$ cat config.mk
export PLATFORM = sky130hd
export DESIGN_NAME = mem_stage
export DESIGN_NICKNAME = d
export VERILOG_FILES = /design/src/rtl/mem_stage.sv
export SDC_FILE = /design/constraint.sdc
export NUM_CORES = 1
export LEC_CHECK = 0
export CELL_PAD_IN_SITES_DETAIL_PLACEMENT = 0
export CELL_PAD_IN_SITES_GLOBAL_PLACEMENT = 1
export CORE_AREA = 3 3 189 191
export DETAILED_ROUTE_END_ITERATION = 10
export DIE_AREA = 0 0 192 194
export GPL_ROUTABILITY_DRIVEN = 1
export GPL_TIMING_DRIVEN = 0
export PLACE_DENSITY_LB_ADDON = 0.1
export SLEW_MARGIN = 20
export SYNTH_ARGS = -nofsm -noshare
export SYNTH_HDL_FRONTEND = slang
export SYNTH_SLANG_ARGS = --single-unit
$ cat constraint.sdc
create_clock -name clk -period 1.9 [get_ports clk]
set_input_delay 0.19 -clock clk [delete_from_list [all_inputs] [get_ports clk]]
set_output_delay 0.19 -clock clk [all_outputs]
set_load 0.02 [all_outputs]
$ cat src/rtl/mem_stage.sv
// Memory stage: dual-slot BRAM access, writeback registers and the subcore Fetch handshake FSM.
// Optional build macro MEM_FETCH_TIMEOUT_EN adds a REQ-state timeout with a sticky fetch_timeout flag.
module mem_stage #(
    parameter int SUBCORE_NUM   = 4,
    parameter int FETCH_TIMEOUT = 255
) (
    input  logic        clk,
    input  logic        rstn,
    input  logic        interlock,
    input  logic [31:0] pc_from_exec,
    input  logic [63:0] inst_from_exec,
    input  logic [31:0] u_addr_from_exec,
    input  logic [31:0] l_addr_from_exec,
    input  logic [31:0] u_sdata_from_exec,
    input  logic [31:0] l_sdata_from_exec,
    input  logic [4:0]  u_rt_from_exec,
    input  logic [4:0]  l_rt_from_exec,
    input  logic [3:0]  fetch_core_from_exec,
    output logic [31:0] mem_addra,
    output logic [31:0] mem_addrb,
    output logic [31:0] mem_dina,
    output logic [31:0] mem_dinb,
    output logic        mem_wea,
    output logic        mem_web,
    output logic        fetch_req,
    output logic [3:0]  fetch_core,
    input  logic        fetch_ack,
    output logic        fetch_stall,
    output logic [31:0] pc_to_wb,
    output logic [63:0] inst_to_wb,
    output logic [3:0]  fetch_core_to_wb,
    output logic [4:0]  u_rt_to_wb,
    output logic [4:0]  l_rt_to_wb,
    output logic        fetch_timeout
);

    localparam logic [5:0]  OP_STORE   = 6'h2b;
    localparam logic [5:0]  OP_FETCH   = 6'h3e;
    localparam logic [31:0] CORE_LIMIT = 32'(SUBCORE_NUM);

    typedef enum logic [1:0] {
        ST_IDLE = 2'd0,
        ST_REQ  = 2'd1,
        ST_DONE = 2'd2
    } state_t;

    state_t      state_r;
    state_t      state_nxt_s;
    logic        u_store_s;
    logic        l_store_s;
    logic        u_fetch_s;
    logic        l_fetch_s;
    logic        core_ok_s;
    logic        advance_s;
    logic        timeout_hit_s;
    logic [63:0] inst_wb_s;

    assign u_store_s = (inst_from_exec[63:58] == OP_STORE);
    assign l_store_s = (inst_from_exec[31:26] == OP_STORE);
    assign u_fetch_s = (inst_from_exec[63:58] == OP_FETCH);
    assign l_fetch_s = (inst_from_exec[31:26] == OP_FETCH);
    assign core_ok_s = ({28'd0, fetch_core_from_exec} < CORE_LIMIT);

    // An out-of-range Fetch never handshakes, so it must not stall the pipe either.
    assign fetch_stall = u_fetch_s && core_ok_s && (state_r != ST_DONE);
    assign advance_s   = !interlock && !fetch_stall;

    assign mem_addra = u_addr_from_exec;
    assign mem_addrb = l_addr_from_exec;
    assign mem_dina  = u_sdata_from_exec;
    assign mem_dinb  = l_sdata_from_exec;
    assign mem_wea   = rstn && u_store_s && advance_s;
    // Same-address dual store: the upper slot wins, lower write is dropped.
    assign mem_web   = rstn && l_store_s && advance_s &&
                       !(u_store_s && (u_addr_from_exec == l_addr_from_exec));

    assign fetch_req = (state_r == ST_REQ);

    // Instruction word forwarded to writeback with invalid Fetch slots squashed.
    always_comb begin
        inst_wb_s = inst_from_exec;
        if (u_fetch_s && !core_ok_s) begin
            inst_wb_s[63:32] = 32'd0;
        end else begin
            inst_wb_s[63:32] = inst_from_exec[63:32];
        end
        if (l_fetch_s) begin
            inst_wb_s[31:0] = 32'd0;
        end else begin
            inst_wb_s[31:0] = inst_from_exec[31:0];
        end
    end

    // Writeback-stage pipeline registers.
    always_ff @(posedge clk or negedge rstn) begin
        if (!rstn) begin
            pc_to_wb         <= 32'd0;
            inst_to_wb       <= 64'd0;
            fetch_core_to_wb <= 4'd0;
            u_rt_to_wb       <= 5'd0;
            l_rt_to_wb       <= 5'd0;
        end else if (advance_s) begin
            pc_to_wb         <= pc_from_exec;
            inst_to_wb       <= inst_wb_s;
            fetch_core_to_wb <= fetch_core_from_exec;
            u_rt_to_wb       <= u_rt_from_exec;
            l_rt_to_wb       <= l_rt_from_exec;
        end
    end

    // Fetch FSM next-state logic; only DONE is gated by interlock.
    always_comb begin
        state_nxt_s = state_r;
        case (state_r)
            ST_IDLE: begin
                if (u_fetch_s && core_ok_s) begin
                    state_nxt_s = ST_REQ;
                end else begin
                    state_nxt_s = ST_IDLE;
                end
            end
            ST_REQ: begin
                if (fetch_ack || timeout_hit_s) begin
                    state_nxt_s = ST_DONE;
                end else begin
                    state_nxt_s = ST_REQ;
                end
            end
            ST_DONE: begin
                if (!interlock) begin
                    state_nxt_s = ST_IDLE;
                end else begin
                    state_nxt_s = ST_DONE;
                end
            end
            default: state_nxt_s = ST_IDLE;
        endcase
    end

    // FSM state register and captured subcore index for the request.
    always_ff @(posedge clk or negedge rstn) begin
        if (!rstn) begin
            state_r    <= ST_IDLE;
            fetch_core <= 4'd0;
        end else begin
            state_r <= state_nxt_s;
            if ((state_r == ST_IDLE) && (state_nxt_s == ST_REQ)) begin
                fetch_core <= fetch_core_from_exec;
            end
        end
    end

`ifdef MEM_FETCH_TIMEOUT_EN
    localparam int TW = $clog2(FETCH_TIMEOUT + 1);

    logic [TW-1:0] to_cnt_r;
    logic          timeout_r;

    assign timeout_hit_s = (state_r == ST_REQ) && (to_cnt_r == TW'(FETCH_TIMEOUT - 1));
    assign fetch_timeout = timeout_r;

    // REQ-cycle counter and sticky timeout flag; an ack in the final cycle is not a timeout.
    always_ff @(posedge clk or negedge rstn) begin
        if (!rstn) begin
            to_cnt_r  <= '0;
            timeout_r <= 1'b0;
        end else begin
            if ((state_r == ST_REQ) && (state_nxt_s == ST_REQ)) begin
                to_cnt_r <= to_cnt_r + TW'(1);
            end else begin
                to_cnt_r <= '0;
            end
            if (timeout_hit_s && !fetch_ack) begin
                timeout_r <= 1'b1;
            end
        end
    end
`else
    logic [31:0] unused_timeout_s;

    assign unused_timeout_s = 32'(FETCH_TIMEOUT);
    assign timeout_hit_s    = 1'b0;
    assign fetch_timeout    = 1'b0;
`endif

endmodule
# --- After elaboration in Yosys (flattened, before gate mapping) ---
# Cells that the tools add are included.
totals:
  out_inout_bits: 247
  ff_bits: 116
  elab_cells: 39
  input_bits: 242
classes:
  eq_ne: 9
  magnitude_cmp: 1
  muxes: 6
  reduce_logical: 16
ops:
  columns: ["cell", "n"]
  rows:
  - ["32-bit 2-to-1 mux", 2]
  - ["32-bit == test", 1]
  - ["6-bit == test, second input constant", 4]
  - ["1-bit logical AND", 11]
  - ["2-bit one-hot mux with 3 select lines", 1]
  - ["2-bit by 1-bit == test with 1-bit output, second input constant", 2]
  - ["1-bit logical NOT", 4]
  - ["4-bit by 3-bit less-than comparator with 1-bit output, second input constant", 1]
  - ["2-bit 2-to-1 mux", 2]
  - ["2-bit == test, second input constant", 1]
  - ["2-bit logical NOT", 1]
  - ["2-bit inequality test, second input constant", 1]
  - ["1-bit 2-to-1 mux", 1]

# --- Depth between registers and ports, before layout ---
# Gate-level depths: netlist of the first run.
depth:
  depth_word: 7
  mapped_depth: 7
  mapped_depth_nobuf: 5

# --- Worst setup path before layout of the first run ---
# Ideal clock, no wire load.
synth_path:
  path_type: "reg2out"
  from: "reg state_r[0]"
  to: "out mem_web"
  required_ns: 1.710
  arrival_ns: 1.800
  path_slack_ns: -0.090
  n_path_buf: 1
  path_stages_with_launch: 7
  cell_sequence: "dfrtp_1 nor2b_2 nor4b_4 nor2_4 buf_2 nand2_1 nor4_1"
synth_via:
  elab_chain_cells: 6
synth_lines:
  columns: ["element", "line", "text"]
  rows:
  - ["start: declaration", "47", "state_t state_r;"]
  - ["start signal: assignment", "146", "state_r <= state_nxt_s;"]
  - ["2-bit inequality test", "65", "assign fetch_stall = u_fetch_s && core_ok_s && (state_r != ST_DONE);"]
  - ["1-bit logical AND", "65", null]
  - ["net fetch_stall", "28", "output logic fetch_stall,"]
  - ["1-bit logical NOT", "66", "assign advance_s = !interlock && !fetch_stall;"]
  - ["1-bit logical AND", "66", null]
  - ["1-bit logical AND (2 in a row)", "74", "assign mem_web = rstn && l_store_s && advance_s &&"]
  - ["end: declaration", "24", "output logic mem_web,"]
# The timed path passes the listed nets, and every way through them passes these cells.

# --- Worst setup path in the final report of the first run ---
layout_path:
  from: "reg state_r[0]"
  to: "out mem_web"
layout_via:
  elab_chain_cells: 6
layout_lines:
  columns: ["element", "line"]
  rows:
  - ["2-bit inequality test", "65"]
  - ["1-bit logical AND", "65"]
  - ["1-bit logical NOT", "66"]
  - ["1-bit logical AND", "66"]
  - ["1-bit logical AND (2 in a row)", "74"]
# No other way between the ends.

==> results.md, run 1 <==
- Inserted Clock Buffers: 17
- Clk_lat worst skew: 0.41 ns
- Syn Inst Count: 670
- Violated checks: setup timing
- IO Pins: 489
- Area delta synth->final: 93.9%
- Fin nets: 1363
- Full die area: 0.0372 mm^2
- HP Start: inst_from_exec[59]
- Critical path origin: state_r[0]
- Cell breakdown of the critical path: nor2b_4 > nor4b_4 > nor2_4 > buf_8 > nand2_4 > nor4_4 > buf_4
- Post-synth EDFFs: 0
- Number of library cell types mapped by synthesis: 30
- Slew @ Worst Pin: 0.563 ns
- Clock root cell: clkbuf_16
- Data arrival, critical path: 1.83 ns
- Setup ws final: -0.116 ns
- Synthesized netlist net count: 912
- Final hold violation count: 0
- Most frequent cells in the layout: clkdlybuf4s50_1 (391), nand2_1 (260), buf_4 (137)
- DP Cell Count: 1549
- Drt total wl: 26800 um
- Final Skew: 0.0105 ns
- CTS tree: done
- Required time of the critical path: 1.71 ns
- Post-DR vias/cell: 3.70
- Worst Path Max Fanout: 2
- GRT Resource Usage Total: 14.1%
- Vias: 5891
- Router iterations before antenna repair: 4
- Worst VDD drop: 0.552 mV
- DR WL/cell: 16.8 um
- RSZ-0062 raised after global routing: true
- Die Width: 192 um
- Row cnt: 68
- Gpl congestion: 0.750
- Port bufs: 423
- Main synth FF type: dfrtp_1
- H-Tree Depth: 4
- Antenna violations before repair: 2
- Slew Limit Fails: 0
- Slowest stage delay, CP: 0.41 ns
- Setup Viol. Count Final: 2
- Worst-path clk slew: 0.05 ns
- Placeable Area: 0.0343 mm^2
- Leakage: 5.40 nW
- Fin Setup TNS: -0.226 ns
- Number of global-route vias before repair: 6195
- Post-route DRC: 0
- HP Class: in2reg
- Crit path kind: reg2out
- Total gr overflow: 0
- RR Startpoint: state_r[1]
- Pwr Density: 735 mW/mm^2
- Global-route wire length before repair: 39600 um
- DP Wirelength: 21500 um
- Avg Cell Area, Syn: 8.87 um^2
- Final worst path period share: 106%
- Status: finished, violations left
- Mapped Area: 0.00594 mm^2
- Initial Util: 17.3%
- Largest net degree at the start of global routing: 66
- Max Cap Violations: 0
- #FFs+latches synth: 116
- Num Clock Sinks: 116
- Sequential area share after synthesis: 48.9%
- Storage cell area: 0.00290 mm^2
- Fin cells: 1591
- Layout filler cell count: 3599
- Final ANT Viol Nets: 0
- Share of cells above drive strength 1: 18.8%
- Commonest non-fill, non-tap cell in the layout: clkdlybuf4s50_1
- Post-synth ARST share: 100%
- Min Tclk post-route: 2.02 ns
- CP bufs+invs: 2
- Top cell family by delay on the critical path: simple AND/OR/NAND/NOR gates
- Achievable frequency: 496 MHz
- Area of the multi-input gates: 0.00194 mm^2
- Warnings from Yosys: 0
- CP Capture Type: output port
- Startpoint Class: flop
- Slew headroom: 62.1%
- Slowest CP cell: dfrtp_1
- Die Y: 194 um
- CTS max path bufs: 2
- Iter 0 DRT Violations: 132
-- kinds of logic (layout without fill, tap and decap cells) --
group	count (synthesis)	count (layout)	synth area share [%]
AO/OA/AOI/OAI	3	3	0.316
XOR/XNOR	32	32	4.72
flip-flops	116	116	48.9
other	1	3	0.0631
AND/OR/NAND/NOR	353	353	25.2
buffers and inverters	160	624	19.9
multiplexers	5	5	0.948
-- power by group --
group          internal (W)  switching, W
Clock               0.00197       0.00134
Sequential          0.00269      0.000115
Combinational       0.00125       0.00110
Total               0.00591       0.00256
-- area by class of cell --
type / count / share of cell area (%)
antenna: 2 / 0.0434
buffer: 159 / 10.4
clock buffer: 17 / 3.69
clock inverter: 15 / 1.48
inverter: 1 / 0.0326
multi-input combinational: 394 / 16.9
sequential: 116 / 25.2
tap: 455 / 4.94
timing repair buffer: 432 / 37.3
-- registers in the layout, indices dropped and copies added, names as in the netlist --
name and cells:
pc_to_wb 32, l_rt_to_wb 5, fetch_core_to_wb 4, fetch_core 4, inst_to_wb 64, state_r 2
u_rt_to_wb 5
-- stage by stage --
stage	setup slack, ns	instance area [um^2]	total power [W]	util [%]	hold WS [ns]
floorplan	0.0703	5950	0.00386	-	-0.106
global placement	-5.19	10800	0.00523	31.4	0.448
detailed placement	-1.19	10800	0.00523	31.5	0.146
CTS	-0.205	11500	0.00866	33.5	0.200
global route	-0.246	11500	0.00894	33.6	0.122
finish	-0.116	11500	0.00847	33.6	0.117
-- worst paths after layout --
path	endpoint	slack (ns)	depth (start not counted)
min in group asynchronous	inst_to_wb[14]	0.27	2
worst min-delay path	inst_to_wb[59]	0.12	3
max in group asynchronous	inst_to_wb[59]	0.90	3
worst max-delay path	mem_web	-0.12	7
worst max register to register	fetch_core_to_wb[2]	0.16	6
worst min register to register	inst_to_wb[2]	0.46	2
-- tightest hold or removal path, stage by stage --
cell and delay, ns:
dlymetal6s2s_1 0.17, nand3_1 0.08, nand2_1 0.05
-- synth_stat cells (3+ instances only) --
cell type	number	area, um^2
clkbuf_1	11	41.3
nand3_1	66	330
buf_6	11	124
nor4_1	9	56.3
nand2_1	261	980
xnor2_1	4	35.0
nor2_1	4	15.0
buf_2	3	15.0
mux2_1	3	33.8
dfrtp_1	116	2900
xor2_1	28	245
buf_4	129	968
buf_1	4	15.0
-- routing by layer --
metal,track usage [%],share of wire (%),vias up
met2,24.2,50,256
met1,16.0,39,2723
li1,-,-,2891
met4,3.10,1.3,2
met5,0,0.049,-
met3,6.35,10,19
-- timing repair --
item / in CTS / in global routing
hold buffers: 1 / 0
pin swaps: 12 / 6
setup buffers: 6 / 1
setup endpoints to repair: 23 / 53
endpoints found under the hold margin: 51 / 0
gates resized for setup: 58 / 18
No activity file was read; power rests on OpenSTA's default activity.
==> inputs of run 2 (changes only) <==
==> config.mk (replaced) <==
export PLATFORM = sky130hd
export DESIGN_NAME = mem_stage
export DESIGN_NICKNAME = d
export VERILOG_FILES = /design/src/rtl/mem_stage.sv
export SDC_FILE = /design/constraint.sdc
export NUM_CORES = 1
export LEC_CHECK = 0
export ABC_CLOCK_PERIOD_IN_PS = 1900
export CORE_AREA = 3 3 189 191
export DETAILED_ROUTE_END_ITERATION = 10
export DIE_AREA = 0 0 192 194
export GPL_ROUTABILITY_DRIVEN = 1
export GPL_TIMING_DRIVEN = 0
export SLEW_MARGIN = 20
export SYNTH_ARGS = -nofsm -noshare
export SYNTH_HDL_FRONTEND = slang
export SYNTH_SLANG_ARGS = --single-unit
==> results.md, run 2 (synthesis results as in run 1) <==
- Die Y: 194 um (unchanged)
- Commonest non-fill, non-tap cell in the layout: clkdlybuf4s50_1 (unchanged)
- CP most frequent cell: nor4_4
- Clock power frac: 38.0% (was 39.1%)
- Required time of the critical path: 1.71 ns (about the same)
- GRT Resource Usage Total: 13.3% (was 14.1%)
- Initial Util: 17.3% (unchanged)
- CTS tree: done (unchanged)
- Storage cell area: 0.00290 mm^2 (unchanged)
- Area delta synth->final: 94.5% (was 93.9%)
- Antenna violations before repair: 0 (was 2)
- Gpl congestion: 0.791 (was 0.750)
- Min Tclk post-route: 2.00 ns (was 2.02 ns)
- Sequential share of power: 33.6% (was 33.1%)
- Combinational Power Share: 28.3% (was 27.8%)
- Slew headroom: 55.0% (was 62.1%)
- Clk_lat worst skew: 0.41 ns (about the same)
- Hold_buf cts: 3 (was 1)
- Row cnt: 68 (unchanged)
- Leakage: 5.44 nW (was 5.40 nW)
- Num Clock Sinks: 116 (unchanged)
- Cell breakdown of the critical path: clkdlybuf4s50_1 > xor2_1 > nor4_2 > nand3_1 > nor4_4 > nor4_4 > buf_4 (was nor2b_4 > nor4b_4 > nor2_4 > buf_8 > nand2_4 > nor4_4 > buf_4)
- HP Class: in2async (was in2reg)
- Slowest CP cell: clkdlybuf4s50_1 (was dfrtp_1)
- Most frequent cells in the layout: clkdlybuf4s50_1 (383), nand2_1 (260), buf_4 (137) (was clkdlybuf4s50_1 (391), nand2_1 (260), buf_4 (137))
- Vias: 5888 (was 5891)
- Fin Setup TNS: -0.133 ns (was -0.226 ns)
- CP Capture Type: output port (unchanged)
- DP Wirelength: 20200 um (was 21500 um)
- Top flop regs: inst_to_wb (64), pc_to_wb (32) (unchanged)
- Achievable frequency: 499 MHz (was 496 MHz)
- Iter 0 DRT Violations: 183 (was 132)
- Total gr overflow: 0 (unchanged)
- Antenna cells: 0 (was 2)
- Die Width: 192 um (unchanged)
- Violated checks: hold timing, setup timing (was setup timing)
- Crit path kind: in2out (was reg2out)
- Setup Slack @ Placement: -1.28 ns (was -1.19 ns)
- Largest net degree at the start of global routing: 82 (was 66)
- Pwr Density: 722 mW/mm^2 (was 735 mW/mm^2)
- Max reg flops: 64 (unchanged)
- Final hold violation count: 80 (was 0)
- Data arrival, critical path: 1.81 ns (was 1.83 ns)
- Full die area: 0.0372 mm^2 (unchanged)
- Top reg by flops: inst_to_wb (unchanged)
- Worst VDD drop: 0.539 mV (was 0.552 mV)
- Placeable Area: 0.0343 mm^2 (unchanged)
- Area of the multi-input gates: 0.00195 mm^2 (was 0.00194 mm^2)
- Final worst path period share: 105% (was 106%)
- Inserted Clock Buffers: 17 (unchanged)
- DR WL/cell: 16.0 um (was 16.8 um)
- Setup Viol. Count Final: 2 (unchanged)
- Router iterations before antenna repair: 5 (was 4)
- P_int: 0.00587 W (was 0.00591 W)
- Worst Path Max Fanout: 2 (unchanged)
- Layout filler cell count: 3550 (was 3599)
- Design Power: 0.00834 W (was 0.00847 W)
- Slew Limit Fails: 0 (unchanged)
- Post-route DRC: 0 (unchanged)
- Slew @ Worst Pin: 0.668 ns (was 0.563 ns)
- Status: finished, violations left (unchanged)
- Max Cap Violations: 0 (unchanged)
- Drt total wl: 25500 um (was 26800 um)
- Number of global-route vias before repair: 6178 (was 6195)
- Clock root cell: clkbuf_16 (unchanged)
- Share of cells above drive strength 1: 18.7% (was 18.8%)
- Setup ws final: -0.103 ns (was -0.116 ns)
- IO Pins: 489 (unchanged)
- Startpoint Class: input pin (was flop)
- Fin nets: 1364 (was 1363)
- RSZ-0062 raised after global routing: true (unchanged)
- CTS max path bufs: 2 (unchanged)
- Post-DR vias/cell: 3.70 (about the same)
- Final ANT Viol Nets: 0 (unchanged)
- Critical path origin: l_addr_from_exec[18] (was state_r[0])
- RR Startpoint: state_r[1] (unchanged)
- Final Skew: 0.00960 ns (was 0.0105 ns)
- Worst-path clk slew: 0.06 ns (was 0.05 ns)
- Slowest stage delay, CP: 0.49 ns (was 0.41 ns)
- WHS: -0.218 ns (was 0.117 ns)
- Net Sw Power: 0.00247 W (was 0.00256 W)
- Port bufs: 423 (unchanged)
- Switching Fraction: 29.6% (was 30.2%)
- Global-route wire length before repair: 37300 um (was 39600 um)
- H-Tree Depth: 4 (unchanged)
## run 2: cell count changes in the layout (fill, tap and decap cells not counted), moves of 3 or more
cell	previous run	this run
clkbuf_1	3	6
clkinv_2	1	4
inv_6	6	1
buf_12	0	3
clkinvlp_4	2	5
clkdlybuf4s50_1	391	383
dlymetal6s2s_1	4	10
## run 2: final timing paths
check	end	slack, ns	depth (start not counted)
min in group clk	inst_to_wb[59]	0.08	3
worst max register to register	l_rt_to_wb[2]	0.13	8
max in group asynchronous	inst_to_wb[5]	1.30	4
worst min register to register	inst_to_wb[42]	0.46	2
worst max-delay path	mem_web	-0.10	7
worst min-delay path	pc_to_wb[12]	-0.22	2
## run 2: power by group through the flow
stage,logic (W),clock network [W],registers [W]
final,0.00237,0.00317,0.00281
after CTS,0.00240,0.00329,0.00281
after global routing,0.00253,0.00342,0.00284
after global placement,0.00236,0,0.00284
after floorplan,0.000737,0,0.00312
after detailed placement,0.00238,0,0.00285
## run 2: layout make-up
| type | instances | share of cell area (%) |
|---|---|---|
| clock buffers | 19 | 3.75 |
| repair buffers | 433 | 37.7 |
| inverters | 1 | 0.0325 |
| flip-flops and latches | 116 | 25.1 |
| multi-input cells | 394 | 16.9 |
| plain buffers | 159 | 10.4 |
| well taps | 455 | 4.93 |
| clock inverters | 13 | 1.17 |
## run 2: through the flow
step / util, % / area (um^2) / std cells
after global routing: 33.7 / 11600 / 1590
after detailed placement: 31.5 / 10800 / 1549
final: 33.7 / 11600 / 1590
after CTS: 33.5 / 11500 / 1590
after global placement: 31.4 / 10800 / 1548
after floorplan: - / 5950 / 670
## run 2: repair_timing
item                                    CTS  global route
setup buffers                             6             0
endpoints found under the hold margin    36            80
endpoints found under the setup margin   39            63
pin swaps                                 9             8
gates resized for setup                  60            23
## run 2: critical path, delay by kind of cell
family | cells | cell delay [ns]
xor+xnor | 1 | 0.20
buf+inv | 2 | 0.65
simple gates | 4 | 0.76
## run 2: routing by layer
metal	up-vias	GRT usage, %	wire (um)
met5	-	0	0
met4	0	3.16	299
met3	17	3.29	1470
met2	220	23.2	13200
met1	2758	16.2	10500
li1	2893	-	-
==> inputs of run 3 (changes only) <==
--- a/config.mk
+++ b/config.mk
@@ -5,7 +5,6 @@
 export SDC_FILE = /design/constraint.sdc
 export NUM_CORES = 1
 export LEC_CHECK = 0
-export ABC_CLOCK_PERIOD_IN_PS = 1900
 export CORE_AREA = 3 3 189 191
 export DETAILED_ROUTE_END_ITERATION = 10
 export DIE_AREA = 0 0 192 194
==> results of run 3 <==
No change in the layout: final DEF, timing and power equal those of run 2.
